==> src/rtl/pipe_addsub_pkg.sv <==
// Shared constants and elaboration helpers for the pipelined add/subtract unit.
package pipe_addsub_pkg;

   // Encoding of the sub input.
   localparam logic OP_ADD = 1'b0;
   localparam logic OP_SUB = 1'b1;

   // Segment width of one pipeline stage; 0 flags an illegal WIDTH/STAGES pairing.
   function automatic int unsigned seg_width(input int unsigned width,
                                             input int unsigned stages);
      if (stages == 0 || width < 2) begin
         return 0;
      end
      if ((width % stages) != 0) begin
         return 0;
      end
      return width / stages;
   endfunction

endpackage

==> src/rtl/addsub_seg.sv <==
// Combinational SEG-bit slice adder: sum, carry-out and the carry into the slice MSB.
module addsub_seg #(
   parameter int unsigned SEG = 8
) (
   input  logic [SEG-1:0] a,
   input  logic [SEG-1:0] b,
   input  logic           cin,
   output logic [SEG-1:0] sum,
   output logic           cout,
   output logic           cmsb
);

   logic [SEG:0] full;

   assign full = {1'b0, a} + {1'b0, b} + {{SEG{1'b0}}, cin};
   assign sum  = full[SEG-1:0];
   assign cout = full[SEG];
   // Carry into the MSB recovered from the MSB's own sum bit.
   assign cmsb = a[SEG-1] ^ b[SEG-1] ^ sum[SEG-1];

endmodule

==> src/rtl/pipe_addsub.sv <==
// Pipelined add/subtract unit: the carry chain is cut into STAGES registered segments,
// with valid/ready flow control, collapsing bubbles and a pass-through tag.
module pipe_addsub
   import pipe_addsub_pkg::*;
#(
   parameter int unsigned WIDTH  = 32,
   parameter int unsigned STAGES = 4,
   parameter int unsigned TAG_W  = 4
) (
   input  logic             clk,
   input  logic             rst,
   input  logic             in_valid,
   output logic             in_ready,
   input  logic [WIDTH-1:0] a,
   input  logic [WIDTH-1:0] b,
   input  logic             cin,
   input  logic             sub,
   input  logic [TAG_W-1:0] in_tag,
   output logic             out_valid,
   input  logic             out_ready,
   output logic [WIDTH-1:0] s,
   output logic             cout,
   output logic             ovf,
   output logic             zero,
   output logic [TAG_W-1:0] out_tag
);

   localparam int unsigned SEG = seg_width(WIDTH, STAGES);

   if (SEG == 0 || TAG_W == 0) begin : g_bad_cfg
      $fatal(1, "pipe_addsub: illegal WIDTH/STAGES/TAG_W combination");
   end

   // Subtract is folded into the operands here, so no stage needs to carry the op.
   logic [WIDTH-1:0] b_eff;
   logic             cin_eff;

   assign b_eff   = (sub == OP_SUB) ? ~b : b;
   assign cin_eff = (sub == OP_ADD) ? cin : ~cin;

   logic [STAGES-1:0] v_q;
   logic [STAGES-1:0] v_in;
   logic [STAGES:0]   ld;

   // A stage may load when it is empty or its occupant moves on this cycle.
   always_comb begin
      ld[STAGES] = out_ready;
      for (int k = STAGES - 1; k >= 0; k--) begin
         ld[k] = !v_q[k] || ld[k+1];
      end
   end

   always_comb begin
      v_in[0] = in_valid;
      for (int k = 1; k < STAGES; k++) begin
         v_in[k] = v_q[k-1];
      end
   end

   assign in_ready = ld[0] && !rst;

   always_ff @(posedge clk) begin
      if (rst) begin
         v_q <= '0;
      end else begin
         for (int k = 0; k < STAGES; k++) begin
            if (ld[k]) begin
               v_q[k] <= v_in[k];
            end
         end
      end
   end

   for (genvar k = 0; k < STAGES; k++) begin : g_stage
      localparam int unsigned OPW = (STAGES - k) * SEG;
      localparam int unsigned SW  = (k + 1) * SEG;

      logic [OPW-1:0]   op_a;
      logic [OPW-1:0]   op_b;
      logic             c_in;
      logic [TAG_W-1:0] t_in;
      logic [SEG-1:0]   seg_sum;
      logic             seg_cout;
      logic             seg_cmsb;
      logic [SW-1:0]    s_d;
      logic [SW-1:0]    s_q;
      logic             c_q;
      logic [TAG_W-1:0] tag_q;
      logic             en;

      if (k == 0) begin : g_entry
         assign op_a = a;
         assign op_b = b_eff;
         assign c_in = cin_eff;
         assign t_in = in_tag;
         assign s_d  = seg_sum;
      end else begin : g_chain
         assign op_a = g_stage[k-1].g_skew.a_q;
         assign op_b = g_stage[k-1].g_skew.b_q;
         assign c_in = g_stage[k-1].c_q;
         assign t_in = g_stage[k-1].tag_q;
         assign s_d  = {seg_sum, g_stage[k-1].s_q};
      end

      // Data only moves with a valid beat, so a stalled or drained output holds its value.
      assign en = ld[k] && v_in[k];

      addsub_seg #(
         .SEG (SEG)
      ) u_seg (
         .a    (op_a[SEG-1:0]),
         .b    (op_b[SEG-1:0]),
         .cin  (c_in),
         .sum  (seg_sum),
         .cout (seg_cout),
         .cmsb (seg_cmsb)
      );

      always_ff @(posedge clk) begin
         if (rst) begin
            s_q   <= '0;
            c_q   <= 1'b0;
            tag_q <= '0;
         end else if (en) begin
            s_q   <= s_d;
            c_q   <= seg_cout;
            tag_q <= t_in;
         end
      end

      if (k < STAGES - 1) begin : g_skew
         // Operand bits not yet consumed by the carry chain.
         logic [OPW-SEG-1:0] a_q;
         logic [OPW-SEG-1:0] b_q;
         logic               unused_cmsb;

         assign unused_cmsb = seg_cmsb;

         always_ff @(posedge clk) begin
            if (rst) begin
               a_q <= '0;
               b_q <= '0;
            end else if (en) begin
               a_q <= op_a[OPW-1:SEG];
               b_q <= op_b[OPW-1:SEG];
            end
         end
      end else begin : g_last
         logic ovf_q;
         logic zero_q;

         always_ff @(posedge clk) begin
            if (rst) begin
               ovf_q  <= 1'b0;
               zero_q <= 1'b0;
            end else if (en) begin
               ovf_q  <= seg_cmsb ^ seg_cout;
               zero_q <= (s_d == '0);
            end
         end
      end
   end

   assign out_valid = v_q[STAGES-1];
   assign s         = g_stage[STAGES-1].s_q;
   assign cout      = g_stage[STAGES-1].c_q;
   assign ovf       = g_stage[STAGES-1].g_last.ovf_q;
   assign zero      = g_stage[STAGES-1].g_last.zero_q;
   assign out_tag   = g_stage[STAGES-1].tag_q;

endmodule
==> config.mk <==
export PLATFORM = sky130hd
export DESIGN_NAME = pipe_addsub
export DESIGN_NICKNAME = d
export VERILOG_FILES = /design/src/rtl/pipe_addsub_pkg.sv /design/src/rtl/addsub_seg.sv /design/src/rtl/pipe_addsub.sv
export SDC_FILE = /design/constraint.sdc
export NUM_CORES = 1
export LEC_CHECK = 0
export CAP_MARGIN = 20
export CORE_ASPECT_RATIO = 1.1
export CORE_MARGIN = 1.5
export CORE_UTILIZATION = 40
export CTS_CLUSTER_SIZE = 14
export DETAILED_ROUTE_END_ITERATION = 10
export PLACE_DENSITY = 0.7
export SYNTH_ARGS = -nofsm -noshare
export SYNTH_HDL_FRONTEND = slang
export SYNTH_HIERARCHICAL = 1
export SYNTH_SLANG_ARGS = --single-unit
export TNS_END_PERCENT = 30
==> constraint.sdc <==
create_clock -name clk -period 3.4 [get_ports clk]
set_clock_uncertainty 0.2 [all_clocks]
set_input_delay 1.02 -clock clk [delete_from_list [all_inputs] [get_ports clk]]
set_output_delay 1.02 -clock clk [all_outputs]
set_load 0.02 [all_outputs]
### Yosys cells after proc, flatten, opt, wreduce, memory -nomap -nowiden

Index checks and enable logic that the tools add are counted.

| storage, ports and cells | value |
|---|---|
| register bits | 202 |
| input port bits | 74 |
| output and inout port bits | 41 |
| word-level logic and storage cells | 54 |

| cells by class | value |
|---|---|
| add/subtract/negate cells | 8 |
| multiplexer cells | 2 |
| bitwise logic cells | 5 |
| reduce and logical (&&, ||, !) cells | 15 |

Operator list:

| cell | number |
|---|---|
| $add A8 B8 Y9 | 4 |
| $add A9 B1 Y9 | 4 |
| $logic_not A32 Y1 | 1 |
| $mux W32 | 1 |
| $not A32 Y32 | 1 |
| $logic_and A1 B1 Y1 | 5 |
| $logic_not A1 Y1 | 5 |
| $logic_or A1 B1 Y1 | 4 |
| $xor A1 B1 Y1 | 3 |
| $mux W1 | 1 |
| $not A1 Y1 | 1 |

### Logic depth before layout (Yosys ltp)

Gate-level depths: netlist of the first run.

| logic depth | value |
|---|---|
| depth in word-level cells | 6 |
| gate-level depth with buffers | 10 |
| depth with buffers taken out | 9 |

### Cells and area by module

The synthesis of the first run kept the hierarchy.

Modules (own cells, without submodules):

| module | times used | cells an instance | area each (µm²) | seq. area each (µm²) |
|---|---|---|---|---|
| pipe_addsub | 1 | 904 | 7282.0 | 4043.9 |
| addsub_seg at g_stage[2].u_seg ... | 2 | 43 | 364.1 | 0.0 |
| addsub_seg at g_stage[0].u_seg ... | 2 | 43 | 345.3 | 0.0 |

### Worst setup path after synthesis of the first run

No wires, ideal clock.

| path | value |
|---|---|
| path kind | input to register |
| start point | in sub |
| end point | reg g_stage[0].s_q[6] |
| setup time | 70 ps |
| data arrival time | 3058 ps |
| data required time | 3130 ps |
| path slack | 72 ps |
| stages | 10 |
| path buffers | 2 |
| cell sequence | clkbuf_1 buf_2 xor2_1 fa_1 fa_1 a21oi_1 o21a_1 xnor2_1 nand2_1 a21oi_1 |

| between the ends | value |
|---|---|
| cells in the longest elaborated chain, start to end | 3 |
| elaborated cells on any way between the ends | 4 |
| those cells by class | add/sub (2); mux (2) |

RTL lines:

| element | RTL line | source |
|---|---|---|
| start: declaration | pipe_addsub.sv:17 | `input logic sub,` |
| $mux W32 | pipe_addsub.sv:38 | `assign b_eff = (sub == OP_SUB) ? ~b : b;` |
| named net b_eff[0] | pipe_addsub.sv:35 | `logic [WIDTH-1:0] b_eff;` |
| $add A8 B8 Y9 | addsub_seg.sv:15 | `assign full = {1'b0, a} + {1'b0, b} + {{SEG{1'b0}}, cin};` |
| $add A9 B1 Y9 | addsub_seg.sv:15 |  |
| named net g_stage[0].s_d[6] | pipe_addsub.sv:85 | `logic [SW-1:0] s_d;` |
| end signal: assignment | pipe_addsub.sv:121 | `s_q <= '0;` |
| end signal: assignment | pipe_addsub.sv:125 | `s_q <= s_d;` |
| end: declaration | pipe_addsub.sv:86 | `logic [SW-1:0] s_q;` |

The timed path passes the listed nets, and every way through them passes these cells.
A chain may end at the register's enable or synchronous reset.

### Final worst setup path of the first run

| path | value |
|---|---|
| start point | in out_ready |
| end point | out in_ready |

| between the ends | value |
|---|---|
| cells in the longest elaborated chain, start to end | 5 |

RTL lines:

| element | RTL line | source |
|---|---|---|
| start: declaration | pipe_addsub.sv:20 | `input logic out_ready,` |
| $logic_or A1 B1 Y1 (4 in series) | pipe_addsub.sv:49 | `ld[k] = !v_q[k] \|\| ld[k+1];` |
| $logic_and A1 B1 Y1 | pipe_addsub.sv:60 | `assign in_ready = ld[0] && !rst;` |
| end: declaration | pipe_addsub.sv:13 | `output logic in_ready,` |

Every way passes these cells.

==> results.cfg, run 1 <==
[power_and_ir_drop]
seq_power_share_pct = 46.6
p_comb_share_pct = 10.3
powerDensity_nw_per_um2 = 498
p_sw_share_pct = 22.9
p_leak_nw = 3.92
ir_drop_mv = 0.296
clkPwrFrac_pct = 43.1
p_sw_mw = 1.23
p_int_mw = 4.13

[place]
post-dp-hpwl_um = 13300
place_congestion = 0.805
io_buffers = 114

[finish]
drive_gt1_share_pct = 6.57
final_nets = 1268
multi_input_area_um2 = 4270
fillers = 2109
antennaDiodeCount = 0
seq_area_um2 = 4040
syn2layout_area_growth_pct = 24.3

[critical_path]
crit_type = in -> out
critical_path.max_fanout = 2
crit_arrival_ns = 2.05
critPathLaunchType = primary input
worstPathRequired_ns = 2.18
crit_path_end_kind = output port

[floorplan]
start_util_pct = 40.7
dieArea_um2 = 22500
die_w_um = 143
pin_count = 115
core_area_um2 = 21300
dieHeight_um = 157
row_count = 56

[flow_run]
cap_violations = 0

[sta]
finalCritPeriodShare_pct = 96.2
fin_hold_ws_ns = 0.245
tightest_slew_ns = 0.858
rsz0062_at_grt = false
slew-limit-headroom_pct = 42.8
fmax_mhz = 306
drv_slew = 0
period_minus_slack_ns = 3.27
fin_setup_tns_ns = 0
hold_viol = 0
setup_violations = 0

[synth]
synth.avg_cell_area_um2 = 8.09
synth_area_um2 = 8660
netlist_instances = 1070
synthesis.yosys.warnings = 6
syn-num-nets = 1180

[cts]
cts_tree = yes
cts_buffers = 20
post_cts_buffers = 0
clock_latency_ns = 0.49
cts_root_buf = clkbuf_16
cts_sinks = 202
cts_max_path_buffers = 3
cts_max_level = 1
clkTransAtPathRegs_ns = 0.06

[route]
ant_nets = 0
drt-vias-per-instance = 4.93
drtIter0Drc = 447
wl_per_cell_um = 13.2
drc = 0
wl_um = 19300
first_pass_iters = 4
dr_total_vias = 7201

[grt]
gr-usage-all-layers_pct = 17.0
antenna_found_initial = 0
first_global_vias = 6565
grt_start_max_net_pins = 203
grt_pass1_wl_um = 31500
overflow = 0

[hold_path]
hold_class = reg -> reg

[status]
status = finished, final reports clean
## critical path: stages
cell and delay, ns:
clkdlybuf4s50_1 0.48, and4b_4 0.21, a21oi_1 0.16, buf_2 0.19
## routing by layer
metal | up-vias | wire (um) | part of all wire (%) | GRT usage, %
met2 | 149 | 8790 | 45 | 27.6
li1 | 3763 | - | - | -
met4 | 0 | 317 | 1.6 | 4.52
met5 | - | 0 | 0 | 0
met3 | 23 | 951 | 4.9 | 2.28
met1 | 3266 | 9280 | 48 | 23.7
## cells in the final DEF (no fill, tap or decap), drive strengths merged, types with 7 or more instances in the layout
cell and instances:
a211oi 25, a21oi 200, a311o 12, buf 22, clkbuf 30, clkdlybuf4s50 111
dfxtp 202, fa 8, ha 28, inv 18, nand2 359, nand3 8
nor2 30, nor4 10, o21ai 7, xnor2 33, xor2 17
## final cells by class
cell class,count,area share [%]
Clock buffer,30,5.85
Clock inverter,6,0.744
Inverter,18,0.628
Multi-Input combinational cell,783,39.6
Sequential cell,202,37.6
Tap cell,290,3.37
Timing Repair Buffer,133,12.2
## state kept, by name, indices dropped and copies added, names as in the netlist
name / count
ovf: 1
g_stage.c_q: 3
g_stage.s_q: 48
s: 32
out_tag: 4
v_q: 4
g_stage.g_skew.a_q: 48
cout: 1
g_stage.g_skew.b_q: 48
g_stage.tag_q: 12
zero: 1
## metrics by stage
stage	instances	utilization (%)	setup WS [ns]	total power, mW	cell area [um^2]
CTS	1462	50.6	0.0203	5.42	10800
global placement	1426	47.2	-0.260	3.09	10100
finish	1462	50.5	0.128	5.36	10800
floorplan	1070	-	0.0717	2.90	8660
global route	1462	50.5	0.0929	5.57	10800
detailed placement	1426	47.2	-0.312	3.10	10100
## repair_timing
item | CTS | global route
setup endpoints to repair | 1 | 1
gates resized for setup | 3 | 1
hold buffers | 0 | 0
## power groups by stage
stage / Sequential, mW / Combinational (mW) / Clock (mW)
after floorplan: 2.54 / 0.364 / 0
after global placement: 2.55 / 0.543 / 0
after detailed placement: 2.55 / 0.551 / 0
after CTS: 2.50 / 0.554 / 2.37
after global routing: 2.51 / 0.612 / 2.45
final: 2.50 / 0.551 / 2.31
## final timing paths
path	from	end	slack, ns	depth (start not counted)
min	g_stage[0].g_skew.a_q[12]$_SDFFE_PP0P_	g_stage[1].g_skew.a_q[4]$_SDFFE_PP0P_	0.25	2
max reg2reg	g_stage[2].g_skew.a_q[0]$_SDFFE_PP0P_	zero$_SDFFE_PP0P_	0.42	9
max	out_ready	in_ready	0.13	4
min reg2reg	g_stage[0].g_skew.a_q[12]$_SDFFE_PP0P_	g_stage[1].g_skew.a_q[4]$_SDFFE_PP0P_	0.25	2
No activity file was read; power rests on OpenSTA's default activity.
==> run 2, diff against run 1 <==
--- a/config.mk
+++ b/config.mk
@@ -11,7 +11,7 @@
 export CORE_UTILIZATION = 40
 export CTS_CLUSTER_SIZE = 14
 export DETAILED_ROUTE_END_ITERATION = 10
-export PLACE_DENSITY = 0.7
+export PLACE_DENSITY = 0.68
 export SYNTH_ARGS = -nofsm -noshare
 export SYNTH_HDL_FRONTEND = slang
 export SYNTH_HIERARCHICAL = 1
==> constraint.sdc (replaced) <==
create_clock -name clk -period 3.5 [get_ports clk]
set_clock_uncertainty 0.2 [all_clocks]
set_input_delay 1.05 -clock clk [delete_from_list [all_inputs] [get_ports clk]]
set_output_delay 1.05 -clock clk [all_outputs]
set_load 0.02 [all_outputs]
==> run 2 against run 1 <==
  * Critical path depth is 1 higher
  * Via count is 1.1% lower
  * Clock power is 6% lower
  * Combinational power is 3% lower
  * Count of clock-buffer cells in the layout is 6 lower
  * Critical path type unchanged
  * Sequential cell count stayed put
==> results.cfg, run 2 (synthesis gave the netlist of run 1 again) <==
[finish]
final_nets = 1266
drive_gt1_share_pct = 6.34
layout_commonest_cell = nand2_1
antennaDiodeCount = 0
final_cell_mix = 358 x nand2_1, 202 x dfxtp_1, 191 x a21oi_1
syn2layout_area_growth_pct = 23.9
reg.largest.list = g_stage.g_skew.a_q (48), g_stage.g_skew.b_q (48), g_stage.s_q (48)
fillers = 2090
fin_cells = 1457
design_area_um2 = 10700

[floorplan]
row_count = 56
dieHeight_um = 157
core_area_um2 = 21300
dieArea_um2 = 22500
start_util_pct = 40.7
die_w_um = 143
pin_count = 115

[critical_path]
crit_arrival_ns = 2.22
crit_path_end_kind = output port
path_buf_inv = 3
critical_path.max_fanout = 2
cp_cell_sequence = clkdlybuf4s50_1 > and4b_4 > a21oi_4 > buf_4 > buf_4
crit_type = in -> out
critical-path-top-delay-family = buffers and inverters
cp_slowest_cell = clkdlybuf4s50_1
critPathLaunchType = primary input
slowest_delay_ns = 0.44
path_common_cell = buf_4
worstPathRequired_ns = 2.25

[sta]
rsz0062_at_grt = false
finalCritPeriodShare_pct = 99.0
period_minus_slack_ns = 3.47
fin_hold_ws_ns = 0.241
tightest_slew_ns = 1.08
setup_violations = 0
fmax_mhz = 288
hold_viol = 0
slew-limit-headroom_pct = 27.9
setup_ws_ns = 0.0334
drv_slew = 0

[grt]
grt_start_max_net_pins = 106
overflow = 0
antenna_found_initial = 1
first_global_vias = 6578
gr-usage-all-layers_pct = 17.0
grt_pass1_wl_um = 31800

[route]
dr_total_vias = 7123
wl_met2_um = 8490
drc = 0
wl_um = 18800
first_pass_iters = 6
wl_met1_um = 9250
drt-vias-per-instance = 4.89
top_layer = met5
drtIter0Drc = 441
wl_per_cell_um = 12.9
ant_nets = 0
wl_met3_um = 881

[status]
status = finished, final reports clean

[place]
pre_cts_slack_ns = -0.565
post-dp-hpwl_um = 13200
dp.cells = 1424
io_buffers = 114
placed_area_um2 = 10000
place_congestion = 0.831

[hold_path]
hold_class = reg -> reg

[cts]
cts_max_path_buffers = 3
cts_max_level = 1
cts_root_buf = clkbuf_16
cts.hold.buffers_added = 0
clock_latency_ns = 0.49
clkTransAtPathRegs_ns = 0.06
cts_sinks = 202
cts_tree = yes
cts_buffers = 20

[power_and_ir_drop]
powerDensity_nw_per_um2 = 479
ir_drop_mv = 0.278
p_leak_nw = 3.89

[flow_run]
cap_violations = 0
-- run 2: path summary, 6_finish.rpt --
kind / start / endpoint / slack [ns] / depth (start not counted)
worst min-delay path: g_stage[0].g_skew.a_q[18]$_SDFFE_PP0P_ / g_stage[1].g_skew.a_q[10]$_SDFFE_PP0P_ / 0.24 / 2
worst max-delay path: out_ready / in_ready / 0.03 / 5
worst max register to register: g_stage[2].g_skew.a_q[0]$_SDFFE_PP0P_ / zero$_SDFFE_PP0P_ / 0.45 / 9
worst min register to register: g_stage[0].g_skew.a_q[18]$_SDFFE_PP0P_ / g_stage[1].g_skew.a_q[10]$_SDFFE_PP0P_ / 0.24 / 2
-- run 2: tightest hold or removal path, delay by kind of cell (launching register included) --
| kind | cells | cell delay, ns |
|---|---|---|
| and+or+nand+nor | 1 | 0.05 |
| AOI/OAI and AO/OA | 1 | 0.05 |
| DFF | 1 | 0.31 |
-- run 2: routing by layer --
layer,GRT usage (%),vias up
li1,-,3762
met1,24.0,3224
met2,27.6,119
met3,2.80,16
met4,3.30,2
met5,0,-
-- run 2: report_power, final --
part	switching [mW]	internal [mW]
Combinational	0.288	0.244
Sequential	0.0462	2.38
Clock	0.846	1.33
Total	1.18	3.95
-- run 2: cell type report --
type                       instances  area (um^2)  share of cell area (%)
sequential                       202         4040                    37.7
timing repair buffer             131         1300                    12.1
clock buffer                      24          547                    5.10
tap                              290          363                    3.38
multi-input combinational        783         4280                    39.9
clock inverter                     9          123                    1.14
inverter                          18         67.6                   0.630
-- run 2: stage by stage --
stage	setup TNS, ns	power, mW	util, %
CTS	0	5.18	50.3
detailed placement	-0.565	3.01	47.2
global route	0	5.35	50.4
floorplan	0	2.82	-
global placement	-0.574	3.00	47.2
finish	0	5.13	50.4
-- run 2: timing repair --
item | 4_1_cts | 5_1_grt
endpoints found under the setup margin | 1 | 1
setup buffers | 0 | 0
gates cloned | 0 | 0
resized for setup | 6 | 1
==> run 3, diff against run 2 <==
--- a/config.mk
+++ b/config.mk
@@ -8,10 +8,10 @@
 export CAP_MARGIN = 20
 export CORE_ASPECT_RATIO = 1.1
 export CORE_MARGIN = 1.5
-export CORE_UTILIZATION = 40
+export CORE_UTILIZATION = 45
 export CTS_CLUSTER_SIZE = 14
 export DETAILED_ROUTE_END_ITERATION = 10
-export PLACE_DENSITY = 0.68
+export PLACE_DENSITY = 0.74
 export SYNTH_ARGS = -nofsm -noshare
 export SYNTH_HDL_FRONTEND = slang
 export SYNTH_HIERARCHICAL = 1
==> run 3 against run 2 <==
  * Global-route usage is 2.4 points higher
  * Non-clock buffer count is 1 lower
  * Utilization is 5.9 points higher
  * Critical endpoint unchanged
  * Largest cell class unchanged
==> results.cfg, run 3 (synthesis gave the netlist of run 1 again) <==
[sta]
drv_slew = 0
fin_hold_ws_ns = 0.246
setup_ws_ns = 0.0463
finalCritPeriodShare_pct = 98.7
tightest_slew_ns = 1.01
fmax_mhz = 290
rsz0062_at_grt = false
setup_violations = 0
fin_setup_tns_ns = 0
period_minus_slack_ns = 3.45
slew-limit-headroom_pct = 32.5
hold_viol = 0

[critical_path]
path_common_cell = clkdlybuf4s15_1
crit_arrival_ns = 2.20
path_buf_inv = 3
worstRegToRegCells = 9
critical_path.max_fanout = 6
cp_cell_sequence = clkdlybuf4s15_1 > and4b_4 > a21oi_4 > buf_4 > clkdlybuf4s15_1
slowest_delay_ns = 0.40
crit_type = in -> out
r2r-start = g_stage[2].g_skew.a_q[0]$_SDFFE_PP0P_
critPathLaunchType = primary input
r2r_slack_ns = 0.27
critical-path-top-delay-family = buffers and inverters
worstPathRequired_ns = 2.25
worstReg2RegEnd = zero$_SDFFE_PP0P_
crit_path_end_kind = output port
crit_cells = 5
endpoint = in_ready
cp_slowest_cell = and4b_4
startpoint = out_ready

[grt]
antenna_found_initial = 1
use_met2_pct = 31.9
grt_busiest_layer = met2
first_global_vias = 6706
met3_usage_pct = 2.66
met1_usage_pct = 26.5
grt_pass1_wl_um = 32300
grt_start_max_net_pins = 103
gr-usage-all-layers_pct = 19.4
overflow = 0

[cts]
cts_max_path_buffers = 3
cts_sinks = 202
cts_max_level = 1
cts_buffers = 21
clock_latency_ns = 0.49
cts_root_buf = clkbuf_16
clkTransAtPathRegs_ns = 0.06
cts_tree = yes
cts.hold.buffers_added = 0

[route]
dr_total_vias = 7238
drt-vias-per-instance = 5.11
wl_per_cell_um = 13.6
drc = 0
ant_nets = 0
first_pass_iters = 8
wl_um = 19300
drtIter0Drc = 443

[finish]
final_cell_mix = 359 x nand2_1, 202 x dfxtp_1, 191 x a21oi_1
drive_gt1_share_pct = 5.99
syn2layout_area_growth_pct = 23.3
fin_cells = 1417
fillers = 1788
final_nets = 1266
layout_commonest_cell = nand2_1
reg.largest.list = g_stage.g_skew.a_q (48), g_stage.g_skew.b_q (48), g_stage.s_q (48)

[place]
dp.cells = 1379
io_buffers = 114
pre_cts_slack_ns = -0.716
place_congestion = 0.793
post-dp-hpwl_um = 12900

[power_and_ir_drop]
finalPower_mw = 5.18
p_leak_nw = 3.88
powerDensity_nw_per_um2 = 485
ir_drop_mv = 0.333

[floorplan]
dieHeight_um = 148
pin_count = 115
row_count = 53
core_area_um2 = 19000
start_util_pct = 45.7
die_w_um = 135
dieArea_um2 = 20100

[flow_run]
cap_violations = 0

[hold_path]
hold_class = reg -> reg
hp-start = g_stage[1].g_skew.a_q[13]$_SDFFE_PP0P_

[status]
status = finished, final reports clean
-- run 3: layout make-up --
cell class | instances | area [um^2] | area share, %
clock inverters | 4 | 72.6 | 0.680
multi-input cells | 783 | 4280 | 40.1
flip-flops and latches | 202 | 4040 | 37.9
diodes | 1 | 2.50 | 0.0234
repair buffers | 130 | 1280 | 12.0
clock buffers | 32 | 617 | 5.78
inverters | 18 | 67.6 | 0.633
well taps | 247 | 309 | 2.90
-- run 3: worst min-delay path by stage --
stage               depth (start not counted)                                     end
global route                                2  g_stage[1].g_skew.a_q[12]$_SDFFE_PP0P_
finish                                      2   g_stage[2].g_skew.a_q[5]$_SDFFE_PP0P_
CTS                                         2   g_stage[2].g_skew.a_q[5]$_SDFFE_PP0P_
floorplan                                   2  g_stage[1].g_skew.a_q[10]$_SDFFE_PP0P_
global placement                            2   g_stage[2].g_skew.b_q[6]$_SDFFE_PP0P_
detailed placement                          2   g_stage[1].g_skew.b_q[4]$_SDFFE_PP0P_
-- run 3: stage by stage --
stage | utilization (%) | area [um^2]
3_3_place_gp | 52.4 | 9940
5_1_grt | 56.3 | 10700
4_1_cts | 56.2 | 10700
2_1_floorplan | - | 8660
3_5_place_dp | 52.5 | 9960
6_report | 56.3 | 10700
-- run 3: tightest hold or removal path, cell delays in order (launching register included) --
cell	delay, ns
dfxtp_1	0.31
nand2_1	0.05
a21oi_1	0.05
-- run 3: power by group --
group	leakage [nW]	total [mW]	internal (mW)	switching, mW
clock	0.334	2.22	1.36	0.867
combinational	1.90	0.527	0.240	0.287
sequential	1.64	2.43	2.38	0.0472
total	3.88	5.18	3.98	1.20
-- run 3: repair_timing --
item | in CTS | in global routing
resized for setup | 5 | 1
setup endpoints to repair | 1 | 1
buffers inserted | 0 | 1
-- run 3: metal layers --
layer / up-vias / wire length, um
met5: - / 0
met4: 0 / 399
met3: 33 / 812
met2: 154 / 8960
met1: 3306 / 9090
li1: 3745 / -
